--- src/rtl/mem_arbiter.sv ---
// mem_arbiter: two-requester (instruction fetch / data access) memory arbiter.
// One transaction outstanding at a time, sequenced IDLE -> ISSUE -> WAIT -> DONE.
// A request seen in IDLE at cycle t completes with a done pulse at t+LATENCY+2.
// Optional build macro ARB_RR_EN: round-robin arbitration on contention
// (the side that lost the previous contention wins; D wins first after reset).
// Without it, a data request always beats a fetch request.
module mem_arbiter #(
    parameter int LATENCY = 4,
    parameter int DW      = 16
) (
    input  logic          clk,
    input  logic          rst,
    input  logic          i_req,
    input  logic [DW-1:0] i_addr,
    output logic          i_done,
    output logic [DW-1:0] i_rdata,
    input  logic          d_req,
    input  logic          d_wr,
    input  logic [DW-1:0] d_addr,
    input  logic [DW-1:0] d_wdata,
    output logic          d_done,
    output logic [DW-1:0] d_rdata,
    output logic          mem_en,
    output logic          mem_wr,
    output logic [DW-1:0] mem_addr,
    output logic [DW-1:0] mem_wdata,
    input  logic [DW-1:0] mem_rdata,
    output logic          busy
);

    typedef enum logic [1:0] {
        ST_IDLE  = 2'd0,
        ST_ISSUE = 2'd1,
        ST_WAIT  = 2'd2,
        ST_DONE  = 2'd3
    } state_t;

    // WAIT holds for LATENCY cycles, counting LATENCY-1 down to zero.
    localparam logic [3:0] CNT_LOAD = 4'(LATENCY - 1);

    state_t        r_state;
    logic [3:0]    r_cnt;
    logic          r_owner_d;
    logic          r_wr;
    logic          r_mem_en;
    logic          r_mem_wr;
    logic [DW-1:0] r_mem_addr;
    logic [DW-1:0] r_mem_wdata;
    logic          r_i_done;
    logic          r_d_done;
    logic [DW-1:0] r_i_rdata;
    logic [DW-1:0] r_d_rdata;
    logic          r_busy;
    logic          w_grant_d;

`ifdef ARB_RR_EN
    logic r_last_d;

    // Contention goes to the side that lost the previous contention; lone requests win outright.
    always_comb begin
        w_grant_d = 1'b0;
        if (d_req && i_req) begin
            w_grant_d = !r_last_d;
        end else if (d_req) begin
            w_grant_d = 1'b1;
        end else begin
            w_grant_d = 1'b0;
        end
    end

    // Remember who won the most recent contended arbitration (reset value makes D win first).
    always_ff @(posedge clk) begin
        if (rst) begin
            r_last_d <= 1'b0;
        end else if ((r_state == ST_IDLE) && d_req && i_req) begin
            r_last_d <= w_grant_d;
        end else begin
            r_last_d <= r_last_d;
        end
    end
`else
    // Fixed priority: a data request always beats a fetch request.
    always_comb begin
        w_grant_d = 1'b0;
        if (d_req) begin
            w_grant_d = 1'b1;
        end else begin
            w_grant_d = 1'b0;
        end
    end
`endif

    // Transaction sequencer with registered memory-side and requester-side outputs.
    always_ff @(posedge clk) begin
        if (rst) begin
            r_state     <= ST_IDLE;
            r_cnt       <= 4'd0;
            r_owner_d   <= 1'b0;
            r_wr        <= 1'b0;
            r_mem_en    <= 1'b0;
            r_mem_wr    <= 1'b0;
            r_mem_addr  <= {DW{1'b0}};
            r_mem_wdata <= {DW{1'b0}};
            r_i_done    <= 1'b0;
            r_d_done    <= 1'b0;
            r_i_rdata   <= {DW{1'b0}};
            r_d_rdata   <= {DW{1'b0}};
            r_busy      <= 1'b0;
        end else begin
            // Strobes are single-cycle unless re-asserted below.
            r_mem_en <= 1'b0;
            r_mem_wr <= 1'b0;
            r_i_done <= 1'b0;
            r_d_done <= 1'b0;
            case (r_state)
                ST_IDLE: begin
                    if (i_req || d_req) begin
                        // Latch the winner's request; later input changes are ignored.
                        r_owner_d  <= w_grant_d;
                        r_wr       <= w_grant_d & d_wr;
                        r_mem_en   <= 1'b1;
                        r_mem_wr   <= w_grant_d & d_wr;
                        r_mem_addr <= w_grant_d ? d_addr : i_addr;
                        if (w_grant_d) begin
                            r_mem_wdata <= d_wdata;
                        end else begin
                            r_mem_wdata <= r_mem_wdata;
                        end
                        r_busy  <= 1'b1;
                        r_state <= ST_ISSUE;
                    end else begin
                        r_state <= ST_IDLE;
                    end
                end
                ST_ISSUE: begin
                    r_cnt   <= CNT_LOAD;
                    r_state <= ST_WAIT;
                end
                ST_WAIT: begin
                    if (r_cnt == 4'd0) begin
                        // Memory data is valid this cycle; writes leave d_rdata untouched.
                        if (r_owner_d) begin
                            r_d_done <= 1'b1;
                            if (!r_wr) begin
                                r_d_rdata <= mem_rdata;
                            end else begin
                                r_d_rdata <= r_d_rdata;
                            end
                        end else begin
                            r_i_done  <= 1'b1;
                            r_i_rdata <= mem_rdata;
                        end
                        r_state <= ST_DONE;
                    end else begin
                        r_cnt <= r_cnt - 4'd1;
                    end
                end
                ST_DONE: begin
                    r_busy  <= 1'b0;
                    r_state <= ST_IDLE;
                end
                default: begin
                    r_busy  <= 1'b0;
                    r_state <= ST_IDLE;
                end
            endcase
        end
    end

    assign mem_en    = r_mem_en;
    assign mem_wr    = r_mem_wr;
    assign mem_addr  = r_mem_addr;
    assign mem_wdata = r_mem_wdata;
    assign i_done    = r_i_done;
    assign i_rdata   = r_i_rdata;
    assign d_done    = r_d_done;
    assign d_rdata   = r_d_rdata;
    assign busy      = r_busy;

endmodule

--- config.mk ---
export PLATFORM = sky130hd
export DESIGN_NAME = mem_arbiter
export DESIGN_NICKNAME = d
export VERILOG_FILES = /design/src/rtl/mem_arbiter.sv
export SDC_FILE = /design/constraint.sdc
export NUM_CORES = 1
export LEC_CHECK = 0
export CORE_UTILIZATION = 41
export DETAILED_ROUTE_END_ITERATION = 8
export MAX_ROUTING_LAYER = met4
export PLACE_DENSITY = 0.77
export SLEW_MARGIN = 20
export SYNTH_ARGS = -nofsm -noshare
export SYNTH_HDL_FRONTEND = slang
export SYNTH_SLANG_ARGS = --single-unit
--- constraint.sdc ---
create_clock -name clk -period 2.25 [get_ports clk]
set_input_delay 0.3375 -clock clk [delete_from_list [all_inputs] [get_ports clk]]
set_output_delay 0.3375 -clock clk [all_outputs]
set_load 0.02 [all_outputs]
# [After elaboration in Yosys (flattened, before gate mapping)]
# Index checks and enable logic that the tools add are counted.
[classes] n_bitwise=7 eq_ne=6 mux=12 add_sub_neg=1 n_reduce_logical=14
[ops] cell="16-bit 2-to-1 mux" n=1
[ops] cell="2-bit one-hot mux with 4 select lines" n=1
[ops] cell="4-bit one-hot mux with 2 select lines" n=1
[ops] cell="1-bit 2-to-1 mux" n=6
[ops] cell="2-bit != test (second input constant)" n=3
[ops] cell="1-bit NOT" n=6
[ops] cell="2-bit AND reduction" n=3
[ops] cell="3-bit AND reduction" n=2
[ops] cell="3-bit OR reduction" n=2
[ops] cell="2-bit equality test (second input constant)" n=2
[ops] cell="4-bit logical NOT" n=1
[ops] cell="4-bit 2-to-1 mux" n=1
[ops] cell="4-bit AND reduction" n=1
[ops] cell="2-bit nonzero test" n=2
[ops] cell="4-bit by 1-bit subtractor with 4-bit output (second input constant)" n=1
[ops] cell="2-bit by 1-bit equality test with 1-bit output (second input constant)" n=1
[ops] cell="2-bit logical NOT" n=1
[ops] cell="2-bit 2-to-1 mux" n=1
[ops] cell="1-bit one-hot mux with 2 select lines" n=1
[ops] cell="2-bit OR reduction" n=1
[ops] cell="1-bit bitwise AND" n=1
[ops] cell="1-bit logical OR" n=1
[totals] inputBits=69 ff_bits=77 wordCells=53 out_inout_bits=69

# [Logic depth before layout (Yosys ltp)]
# Gate-level depths: netlist of run 1.
[logic_depth] depth_word=3 depth_mapped=7 mapped_depth_nobuf=5

# [Worst setup path before layout of run 1]
# OpenSTA, ideal clock, no wires.
[synth_path] path_kind="reg2reg" start="reg r_state[0]" end="reg r_mem_addr[10], in the netlist mem_addr[10]" period_less_slack_ps=1609 path_stages_with_launch=8 slack_ps=641 arrival_time_ps=1482 n_path_buf=2 setup_time_ps=127 t_required_ps=2123 cell_sequence="dfxtp_1 > inv_1 > ha_1 > o21ai_0 > nand2b_1 > clkbuf_1 > clkbuf_1 > o2bb2ai_1"
[synth_via] elab_chain_cells=2
[synth_rtl] element="start: declaration" line="41" text="state_t r_state;"
[synth_rtl] element="start signal: assignment" line="96" text="r_state <= ST_IDLE;"
[synth_rtl] element="start signal: assignment" line="130" text="r_state <= ST_ISSUE;"
[synth_rtl] element="start signal: assignment" line="132" text="r_state <= ST_IDLE;"
[synth_rtl] element="2-bit logical NOT" line="115" text="case (r_state)"
[synth_rtl] element="2-bit AND reduction (no source line)"
[synth_rtl] element="end signal: assignment" line="102" text="r_mem_addr <= {DW{1'b0}};"
[synth_rtl] element="end signal: assignment" line="123" text="r_mem_addr <= w_grant_d ? d_addr : i_addr;"
[synth_rtl] element="end: declaration" line="47" text="logic [DW-1:0] r_mem_addr;"
# Every way passes these cells.
# A chain may end at the register's enable or synchronous reset.

# [Worst setup path in the final report of run 1]
[layout_path] start="reg r_state[0]" end="reg r_d_rdata[5], in the netlist d_rdata[5]"
[layout_via] elab_chain_cells=2
[layout_rtl] element="2-bit equality test" line="115"
[layout_rtl] element="4-bit AND reduction (no source line)"
[layout_rtl] element="end signal: assignment" line="107" text="r_d_rdata <= {DW{1'b0}};"
[layout_rtl] element="end signal: assignment" line="145" text="r_d_rdata <= mem_rdata;"
[layout_rtl] element="end signal: assignment" line="147" text="r_d_rdata <= r_d_rdata;"
[layout_rtl] element="end: declaration" line="52" text="logic [DW-1:0] r_d_rdata;"
# Every way passes these cells.

==> qor.csv, run 1 <==
metric,value,unit
pin count of the biggest net entering global routing,41,
Final HPWL DP,5.84,mm
cts hold-fix bufs,0,
Max Slew Vio Count,0,
gr usage total,21.2,%
total grt overflow,0,
Residual DRC,0,
H-tree levels,3,
Inserted Diodes,0,
combinational share of power,36.3,%
Critical path buffers and inverters,1,
unique cell type count in the Yosys netlist,34,
vias in the first global route,2499,
CP max stage cell,or3b_1,
Seq pwr share,41.5,%
Die Height,88.3,um
# rows,31,
drt total wl,7.94,mm
nets,521,
FF-to-FF End,d_rdata[5],
crit path DAT,2.16,ns
hold wc startpoint,mem_wdata[13],
CP max stage delay,0.62,ns
CTS root buffer,clkbuf_8,
Clock Skews,0.00902,ns
TritonCTS clock tree,built,
Post-Syn Area,3050,um^2
Clock Tree Buf Depth,2,
"Avg Cell Area, Syn",9.66,um^2
post-synthesis async set-or-reset flop share,0,%
Syn Inst Count,316,
clock slew at reported path FFs,0.07,ns
setup bufs post-CTS,0,
Post-synth EDFFs,0,
sw frac,34.1,%
worst hold path depth,2,
Core Area,7210,um^2
Synth Flop Type,dfxtp_1,
status,finished clean,
CTS resizes,0,
#FFs+latches synth,77,
FF-to-FF path depth,5,
Hold/Removal Path Class,reg -> reg,
"Endpoint, Worst Hold",mem_wdata[13],
port bufs,137,
first-pass GRT wire length,12.1,mm
post-route ant nets,0,
"delay-heaviest family, CP",simple AND/OR/NAND/NOR gates,
Crit. End Element,register,
Post-Synthesis Net Count,390,
area delta synth->final,53.5,%
Ports,138,
Rel. slew slack,66.4,%
Initial Util,42.3,%
1st-pass router iterations,4,
global placement routability congestion,0.723,
Fmax,514,MHz
Max-cap violations,0,
worst skew pair latency,0.34,ns
crit-path cells,inv_1 > ha_1 > nand4bb_1 > or3b_1 > mux2i_1,
power density over the cells,900,nW/um^2
initial antenna violation count,0,
Vias,2721,
register area share after synthesis,50.5,%
critical-path maximum fanout,11,
clock share of power,22.2,%
Least-Margin Pin Slew,0.503,ns
Setup TNS Final,0,ns
total clock sinks,77,
synthesis warning total,0,
RR Startpoint,r_state[0],
LEAKAGE,0.00181,uW
Pint,2780,uW
critical path class,reg -> reg,
WL/cell,14.4,um
via/cell ratio,4.94,
share of post-route cells with drive strength above 1,9.73,%
Hold Slack,0.455,ns
crit path launch type,register,
Final Hold Fails,0,
Detailed Route Iter0 Violations,99,
part of the cycle the worst path needs,86.5,%
clock buffer count from CTS,9,
RSZ-0062 raised after global routing,false,
Tmin final,1.95,ns
total net switching power,1440,uW
Worst Path Required,2.46,ns
Peak VDD IR,0.468,mV
die area,7800,um^2
final setup violation count,0,
chip width,88.3,um
R2R setup slack,0.30,ns
## cells by family (layout without fill, tap and decap cells)
| logic type | after synthesis | count (layout) | synth area share [%] |
|---|---|---|---|
| AO/OA/AOI/OAI | 60 | 60 | 14.6 |
| adder cells (fa/ha/maj) | 5 | 5 | 2.05 |
| buffers and inverters | 33 | 169 | 4.63 |
| flip-flops | 77 | 77 | 50.5 |
| multiplexers | 33 | 33 | 10.9 |
| AND/OR/NAND/NOR | 108 | 108 | 17.3 |
## power by group through the flow
stage | Clock (uW) | Combinational, uW | Sequential, uW
CTS | 964 | 1540 | 1750
global route | 1040 | 1650 | 1780
finish | 935 | 1530 | 1750
global placement | 0 | 1510 | 1770
floorplan | 0 | 656 | 1980
detailed placement | 0 | 1540 | 1780
## cell type report
type | instances | area (um^2)
multi-input cells | 206 | 1380
flip-flops and latches | 77 | 1540
repair buffers | 147 | 1450
inverters | 6 | 22.5
clock inverters | 4 | 22.5
fillers | 640 | 2530
well taps | 99 | 124
clock buffers | 12 | 155
## cells in the final DEF (no fill, tap or decap), types with 3 or more instances in the layout
cell / instances
a21oi_1: 17
a31o_2: 16
and2_1: 3
buf_4: 10
clkbuf_8: 11
clkdlybuf4s50_1: 137
clkinv_2: 3
dfxtp_1: 77
ha_1: 5
inv_1: 6
mux2i_1: 32
nand2_1: 52
nand2b_1: 17
nor2_1: 3
nor3_1: 19
o21ai_0: 3
o2bb2ai_1: 16
## sequential cells by signal, indices dropped and copies added (netlist names)
name       count
r_state        2
d_done         1
mem_en         1
mem_wdata     16
mem_addr      16
mem_wr         1
r_wr           1
d_rdata       16
busy           1
r_cnt          4
i_rdata       16
i_done         1
r_owner_d      1
## synthesized netlist by cell type (all sizes together), types with 2 or more instances
library cell,number,share of area [%]
nor3,19,3.1
inv,6,0.74
a211oi,2,0.49
nand4,2,0.41
nor2,3,0.37
buf,12,2.0
dfxtp,77,50
clkbuf,15,1.8
nand2,52,6.4
nor3b,3,0.74
a31o,16,4.6
mux2i,32,10
o21ai,3,0.49
and2,3,0.61
nand2b,17,3.5
o2bb2ai,16,4.6
or3b,2,0.57
nand3,2,0.33
a21oi,17,2.8
ha,5,2.0
## worst min-delay path: cells and delay by family, from the launching register on
| kind | cells | cell delay (ns) |
|---|---|---|
| flops | 1 | 0.31 |
| compound gates | 1 | 0.05 |
| simple gates | 1 | 0.05 |
## stage by stage
stage | setup WS (ns) | utilization (%) | std cells | total power [uW] | cell area, um^2
finish | 0.304 | 65.0 | 551 | 4220 | 4690
floorplan | 0.641 | - | 316 | 2640 | 3050
global route | 0.197 | 65.0 | 551 | 4470 | 4690
detailed placement | 0.309 | 62.5 | 535 | 3320 | 4510
CTS | 0.296 | 65.0 | 551 | 4260 | 4690
global placement | 0.351 | 62.5 | 535 | 3290 | 4510
## worst max path at each step
stage,start,cells past startpoint,end
5_1_grt,r_state[0],7,d_rdata[10]
3_3_place_gp,r_state[0],5,d_rdata[3]
4_1_cts,r_state[0],5,d_rdata[5]
6_report,r_state[0],5,d_rdata[5]
2_1_floorplan,r_state[0],7,mem_addr[10]
3_5_place_dp,d_req,5,mem_wdata[8]
## metal layers
| metal | part of all wire (%) | GRT usage (%) | vias up |
|---|---|---|---|
| met5 | 0 | - | - |
| met4 | 2.0 | 9.68 | 0 |
| li1 | - | - | 1364 |
| met2 | 48 | 32.8 | 88 |
| met3 | 5.9 | 4.29 | 11 |
| met1 | 44 | 26.6 | 1258 |
No activity file was read; power rests on OpenSTA's default activity.
==> run 2: changes to the inputs <==
Settings changed: GPL_ROUTABILITY_DRIVEN set to 1.
==> results of run 2 <==
Final layout, timing and power as in run 1 (identical DEF).
==> run 3: changes to the inputs <==
Settings changed: CORE_MARGIN set to 2.
==> qor.csv, run 3 (same netlist as run 1, synthesis figures left out) <==
metric,value,unit
GRT met2 Usage,31.4,%
chip width,90.3,um
Pint,3070,uW
Reg area,1540,um^2
"commonest non-fill, non-tap cell in the layout",clkdlybuf4s50_1,
clock buffer count from CTS,9,
CTS root buffer,clkbuf_8,
RSZ-0062 raised after global routing,false,
fill count,629,
power density over the cells,949,nW/um^2
Detailed Route Iter0 Violations,111,
cts hold-fix bufs,0,
Die Height,90.3,um
Core Area,7210,um^2
sw frac,32.2,%
Final HPWL DP,5.91,mm
Vias,2717,
setup bufs post-CTS,0,
# rows,31,
crit path DAT,2.17,ns
worst skew pair latency,0.33,ns
Residual DRC,0,
1st-pass router iterations,4,
"commonest non-fill, non-tap cells in the layout","clkdlybuf4s50_1, dfxtp_1, nand2_1",
final setup violation count,0,
Peak VDD IR,0.386,mV
Clock Tree Buf Depth,2,
Ports,138,
gr usage total,19.9,%
critical-path maximum fanout,11,
busiest grt layer,met2,
Final Hold Fails,0,
Fmax,523,MHz
Hold Slack,0.457,ns
total net switching power,1450,uW
Max-cap violations,0,
clock share of power,27.2,%
TritonCTS clock tree,built,
Clock Skews,0.00617,ns
clock slew at reported path FFs,0.08,ns
met3 Use GR,3.26,%
Max Slew Vio Count,0,
die area,8150,um^2
share of post-route cells with drive strength above 1,9.73,%
Crit. End Element,register,
WL/cell,14.5,um
Setup TNS Final,0,ns
LEAKAGE,0.00184,uW
Initial Util,42.3,%
status,finished clean,
pin count of the biggest net entering global routing,41,
total grt overflow,0,
CTS resizes,0,
area delta synth->final,55.9,%
first-pass GRT wire length,12.7,mm
Hold/Removal Path Class,reg -> reg,
Inserted Diodes,0,
part of the cycle the worst path needs,84.9,%
post-route ant nets,0,
global placement routability congestion,0.799,
nets,521,
Worst Path Required,2.51,ns
Rel. slew slack,65.2,%
H-tree levels,3,
Seq pwr share,38.6,%
initial antenna violation count,0,
total power,4520,uW
M1 GR Usage,25.5,%
critical path class,reg -> reg,
Least-Margin Pin Slew,0.521,ns
vias in the first global route,2625,
via/cell ratio,4.93,
total clock sinks,77,
drt total wl,8.02,mm
combinational share of power,34.2,%
area of the multi-input gates,1380,um^2
crit path launch type,register,
Tmin final,1.91,ns
port bufs,137,
==> run 3: cell types whose count changed in the layout (fill, tap and decap cells not counted) <==
cell	previous run	this run
clkbuf_8	11	9
buf_12	0	1
buf_4	10	9
clkinv_2	3	1
clkinv_4	0	1
bufinv_16	0	3
==> run 3: power by group through the flow <==
stage               clock [uW]  sequential (uW)  combinational, uW
floorplan                    0             1980                656
global placement             0             1770               1520
detailed placement           0             1780               1560
CTS                       1260             1750               1560
global route              1310             1780               1670
finish                    1230             1750               1540
==> run 3: metal layers <==
metal | vias to the layer above | routed length, um
met3 | 13 | 309
met2 | 83 | 3800
li1 | 1368 | -
met1 | 1253 | 3750
met4 | 0 | 159
met5 | - | 0
==> run 3: worst paths after layout <==
kind	startpoint	endpoint	slack [ns]	depth (start not counted)
max	r_state[0]	d_rdata[7]	0.34	7
min	mem_wdata[4]	mem_wdata[4]	0.46	2
max reg2reg	r_state[0]	d_rdata[7]	0.34	7
min reg2reg	mem_wdata[4]	mem_wdata[4]	0.46	2
==> run 3: final cells by class <==
type	count	share of cell area, %
Clock buffer	10	2.68
Clock inverter	6	2.34
Inverter	6	0.473
Multi-Input combinational cell	206	28.9
Sequential cell	77	32.4
Tap cell	99	2.60
Timing Repair Buffer	147	30.6
==> run 3: worst max-delay path: stages, from the launching register on <==
cell and delay, ns:
dfxtp_1 0.34, inv_1 0.09, ha_1 0.37, nand4bb_1 0.21, buf_4 0.22, nor3b_2 0.18
buf_4 0.23, mux2i_1 0.20
==> run 3: metrics by stage <==
step	instances	setup slack, ns	area (um^2)	util [%]
final	551	0.339	4760	66.0
after global routing	551	0.111	4760	66.0
after CTS	551	0.327	4760	66.0
after detailed placement	535	0.310	4520	62.7
after global placement	535	0.397	4520	62.7
after floorplan	316	0.641	3050	-
